`config.mk`:
```
export PLATFORM = sky130hd
export DESIGN_NAME = r16_twiddle_addr_gen
export DESIGN_NICKNAME = d
export VERILOG_FILES = /design/src/rtl/r16_twiddle_addr_gen.sv
export SDC_FILE = /design/constraint.sdc
export NUM_CORES = 1
export LEC_CHECK = 0
export ABC_CLOCK_PERIOD_IN_PS = 2730
export CAP_MARGIN = 20
export CORE_ASPECT_RATIO = 2
export CORE_MARGIN = 3
export CORE_UTILIZATION = 45
export DETAILED_ROUTE_END_ITERATION = 8
export HOLD_SLACK_MARGIN = 0.15
export PLACE_DENSITY = 0.66
export SETUP_SLACK_MARGIN = 0.4
export SLEW_MARGIN = 10
export SYNTH_ARGS = -nofsm -noshare
export SYNTH_HDL_FRONTEND = slang
export SYNTH_SLANG_ARGS = --single-unit
export TNS_END_PERCENT = 10
```
`constraint.sdc`:
```
create_clock -name clk -period 2.73 [get_ports clk]
set_input_delay 0.546 -clock clk [delete_from_list [all_inputs] [get_ports clk]]
set_output_delay 0.546 -clock clk [all_outputs]
set_load 0.02 [all_outputs]
```
`src/rtl/r16_twiddle_addr_gen.sv`:
```
// Radix-16 DTFAG twiddle address sequencer with ROM-pipe valid tracking.
// Optional issue stall port is enabled by defining R16_TWG_STALL_EN.
module r16_twiddle_addr_gen #(
  parameter int STAGE_NUM = 4,
  parameter int STG_W     = 2,
  parameter int GRP_W     = 4*(STAGE_NUM-1),
  parameter int VAL_LAT   = 7
) (
  input  logic               clk,
  input  logic               rst_n,
  input  logic               start,
`ifdef R16_TWG_STALL_EN
  input  logic               stall,
`endif
  output logic [GRP_W/2-1:0] rom0_addr,
  output logic [GRP_W/2-1:0] romx_addr,
  output logic               rom_en,
  output logic [STG_W-1:0]   stage_idx,
  output logic               tw_valid,
  output logic               busy,
  output logic               done
);

  typedef enum logic [1:0] {
    S_IDLE,
    S_RUN,
    S_FLUSH
  } state_t;

  state_t state_q;
  state_t state_d;

  logic [GRP_W-1:0]   g_q;
  logic [GRP_W-1:0]   g_d;
  logic [STG_W-1:0]   s_q;
  logic [STG_W-1:0]   s_d;
  logic [GRP_W-1:0]   cur_g;
  logic [STG_W-1:0]   cur_s;
  logic [GRP_W-1:0]   exp_e;
  logic [VAL_LAT-1:0] vpipe_q;
  logic [VAL_LAT-1:0] vpipe_d;
  logic               stall_i;
  logic               issue;
  logic               last_issue;
  logic               drained;
  logic               busy_d;
  logic               done_d;

`ifdef R16_TWG_STALL_EN
  assign stall_i = stall;
`else
  assign stall_i = 1'b0;
`endif

  assign tw_valid = vpipe_q[VAL_LAT-1];

  // IDLE issues the g=0,s=0 address on the same edge that accepts start.
  always_comb begin
    cur_g = g_q;
    cur_s = s_q;
    if (state_q == S_IDLE) begin
      cur_g = '0;
      cur_s = '0;
    end
  end

  // Bits shifted past GRP_W are exactly those the stage mask removes.
  assign exp_e = cur_g << {cur_s, 2'b00};

  assign last_issue = (&cur_g) &&
                      (cur_s == STG_W'(STAGE_NUM-1));

  assign vpipe_d = {vpipe_q[VAL_LAT-2:0], rom_en};
  assign drained = ~|vpipe_d;

  always_comb begin
    state_d = state_q;
    g_d     = g_q;
    s_d     = s_q;
    issue   = 1'b0;
    done_d  = 1'b0;
    unique case (state_q)
      S_IDLE: begin
        if (start && !done) begin
          issue   = 1'b1;
          state_d = S_RUN;
        end
      end
      S_RUN: begin
        if (!stall_i) begin
          issue = 1'b1;
          if (last_issue) begin
            state_d = S_FLUSH;
          end
        end
      end
      S_FLUSH: begin
        if (drained) begin
          state_d = S_IDLE;
          done_d  = 1'b1;
        end
      end
      default: begin
        state_d = S_IDLE;
      end
    endcase
    if (issue) begin
      g_d = cur_g + GRP_W'(1);
      s_d = cur_s;
      if (&cur_g) begin
        s_d = cur_s + STG_W'(1);
      end
    end
    busy_d = (state_d != S_IDLE);
  end

  always_ff @(posedge clk or negedge rst_n) begin
    if (!rst_n) begin
      state_q <= S_IDLE;
      g_q     <= '0;
      s_q     <= '0;
      vpipe_q <= '0;
    end else begin
      state_q <= state_d;
      g_q     <= g_d;
      s_q     <= s_d;
      vpipe_q <= vpipe_d;
    end
  end

  always_ff @(posedge clk or negedge rst_n) begin
    if (!rst_n) begin
      rom0_addr <= '0;
      romx_addr <= '0;
      stage_idx <= '0;
      rom_en    <= 1'b0;
      busy      <= 1'b0;
      done      <= 1'b0;
    end else begin
      rom_en <= issue;
      busy   <= busy_d;
      done   <= done_d;
      if (issue) begin
        rom0_addr <= exp_e[GRP_W-1:GRP_W/2];
        romx_addr <= exp_e[GRP_W/2-1:0];
        stage_idx <= cur_s;
      end
    end
  end

endmodule

```
==> impl_metrics.env <==
export IMPL_io_buffer_count=20
export IMPL_hold_class="in2async"
export IMPL_postCtsHoldBufs=0
export IMPL_dieArea_sq_mm=0.00480
export IMPL_setup_viol=0
export IMPL_p_leak_nw=0.908
export IMPL_max_stage_delay_ps=530
export IMPL_max_cap_violations=0
export IMPL_cpMaxStageDelayCell="dfrtp_1"
export IMPL_start_util=0.479
export IMPL_routed_wl_um=3630
export IMPL_postCtsSetupRepairBufs=0
export IMPL_crit_family="simple AND/OR/NAND/NOR gates"
export IMPL_drive_gt1_frac=0.0885
export IMPL_area_growth_pct=19.6
export IMPL_yosysTopAreaCell="dfrtp_1"
export IMPL_drc=0
export IMPL_required_ps=2920
export IMPL_ys_seq_elements=40
export IMPL_cts_resized=0
export IMPL_clockBufferDepth=2
export IMPL_cp_num_buf_inv=0
export IMPL_grt_pass1_vias=1346
export IMPL_ys_seq_area_frac=0.561
export IMPL_cts_root_buf="clkbuf_8"
export IMPL_startpoint_type="flip-flop"
export IMPL_fin_tns_setup_ps=0
export IMPL_clock_skew_final_ps=2.36
export IMPL_outcome="completed"
export IMPL_fp_dieH_um=95.0
export IMPL_yosys_top_cells_count="dfrtp_1, nand2_1, o21ai_0, mux2i_1, nor2_1"
export IMPL_vdd_ir_drop_max_v=0.000442
export IMPL_fin_nets=196
export IMPL_syn_cell_area_sq_mm=0.00178
export IMPL_synthFlopType="dfrtp_1"
export IMPL_grt_usage=0.173
export IMPL_dp_hpwl_um=2700
export IMPL_grt_pass1_wl_um=6320
export IMPL_rr_worst_depth=7
export IMPL_slew_viol_final=0
export IMPL_via_per_inst=5.40
export IMPL_path_class="reg2reg"
export IMPL_synth_top_cell_area_share=0.561
export IMPL_antenna_found_initial=0
export IMPL_clock_latency_ps=290
export IMPL_place_congestion=0.754
export IMPL_final_core_util=0.573
export IMPL_timing_fmax_mhz=511
export IMPL_grt_overflow=0
export IMPL_fillCellCount=348
export IMPL_worst_path_stages=7
export IMPL_synth_cell_types=34
export IMPL_hold_violations=0
export IMPL_relSlewSlack=0.430
export IMPL_power_density_mw_per_mm2=512
export IMPL_synth_top_cells_by_area="dfrtp_1, nand2_1, mux2i_1"
export IMPL_synth_cells=170
export IMPL_yosys_warnings=0
export IMPL_synth_nets=175
export IMPL_critPathArrivalTime_ps=2150
export IMPL_coreArea_sq_mm=0.00372
export IMPL_synth_edf_count=0
export IMPL_cts_tree="yes"
export IMPL_grt_max_degree=41
export IMPL_ant_nets=0
export IMPL_first_pass_iters=4
export IMPL_post_route_min_period_ps=1960
export IMPL_end_kind="flip-flop"
export IMPL_yosysMostFrequentCell="dfrtp_1"
export IMPL_worstMarginPinSlew_ps=855
export IMPL_htree_num_levels=2
export IMPL_cts_buffers=5
export IMPL_rsz0062_at_grt="false"
export IMPL_path_clk_slew_ps=80
export IMPL_cts_sinks=40
export IMPL_cp_cell_sequence="nor2_1, nor2b_1, ha_1, o211ai_1, nor4_4, o2bb2ai_1, a21o_2"
export IMPL_syn_area_per_cell_sq_um=10.5
export IMPL_drtIter0Drc=50
export IMPL_vias=1302
export IMPL_diodes=0
export IMPL_timing_final_crit_share=0.717
export IMPL_die_w_um=50.5
export IMPL_fp_row_count=31
export IMPL_wl_per_cell_um=15.1
export IMPL_ios=21
export IMPL_crit_path_max_fanout=11
export IMPL_ys_async_sr_fraction=1.00
[worst register-to-register path, stage by stage (launching register included)]
cell       delay (ps)
dfrtp_1           530
nor2_1            160
nor2b_1           140
ha_1              230
o211ai_1          150
nor4_4            330
o2bb2ai_1         120
a21o_2            190
[cell families (layout without fill, tap and decap cells)]
family	count (synthesis)	count (layout)	share of synthesized area
buffers and inverters	10	32	0.0232
AO/OA/AOI/OAI	26	26	0.0926
XOR/XNOR	9	9	0.0442
adder cells (fa/ha/maj)	2	2	0.0140
multiplexers	9	9	0.0505
AND/OR/NAND/NOR	74	74	0.214
flip-flops	40	40	0.561
[state kept, by name, indices dropped and copies added (netlist names)]
register,cells
rom_en,1
s_q,2
busy,1
rom0_addr,6
stage_idx,2
romx_addr,6
state_q,2
vpipe_q,7
g_q,12
done,1
[cell usage in the layout (no fill, tap or decap), drive strengths merged, types with 3 or more instances in the layout]
cell type	count
mux2i	9
clkbuf	5
nand2	37
a21oi	5
nand4	3
xor2	5
nor4	3
nor2b	6
o21ai	11
dfrtp	40
inv	4
a22o	4
nor2	9
nand3	4
xnor2	4
clkdlybuf4s50	19
[final cells by class]
| cell class | count | area, sq um | share of cell area |
|---|---|---|---|
| Inverter | 3 | 11.3 | 0.00528 |
| Clock inverter | 3 | 46.3 | 0.0217 |
| Multi-Input combinational cell | 120 | 741 | 0.347 |
| Tap cell | 49 | 61.3 | 0.0288 |
| Clock buffer | 5 | 68.8 | 0.0323 |
| Sequential cell | 40 | 1000 | 0.469 |
| Timing Repair Buffer | 21 | 203 | 0.0951 |
[where the power goes]
group / total [mW] / switching [mW] / internal [mW] / leakage (nW)
Clock: 0.487 / 0.212 / 0.275 / 0.0548
Combinational: 0.0134 / 0.0113 / 0.00211 / 0.403
Sequential: 0.592 / 0 / 0.592 / 0.451
[final timing paths]
path                                 start           end  slack, ps
worst max-delay path            state_q[1]        s_q[1]        770
worst min-delay path                 rst_n        s_q[0]        360
worst max register to register  state_q[1]        s_q[1]        770
worst min register to register  vpipe_q[3]    vpipe_q[4]        390
max in group asynchronous            rst_n  rom0_addr[0]       1840
min in group clk                vpipe_q[3]    vpipe_q[4]        390
[metrics by stage]
stage	instances	power, mW	instance area, sq um	hold WS, ps	worst slack [ps]
finish	241	1.09	2130	358	773
floorplan	170	0.605	1780	250	1010
global route	241	1.13	2130	400	634
global placement	233	0.618	2020	360	820
detailed placement	233	0.618	2020	369	765
CTS	241	1.11	2130	387	791
[metal layers]
layer / vias to the layer above / track usage / part of all wire / wire length [um]
li1: 619 / - / - / -
met5: - / 0 / 0 / 0
met1: 644 / 0.185 / 0.40 / 1440
met3: 10 / 0.0376 / 0.032 / 117
met2: 29 / 0.311 / 0.54 / 1970
met4: 0 / 0.0899 / 0.029 / 104
Note: power is estimated with default switching activity, not from simulation.
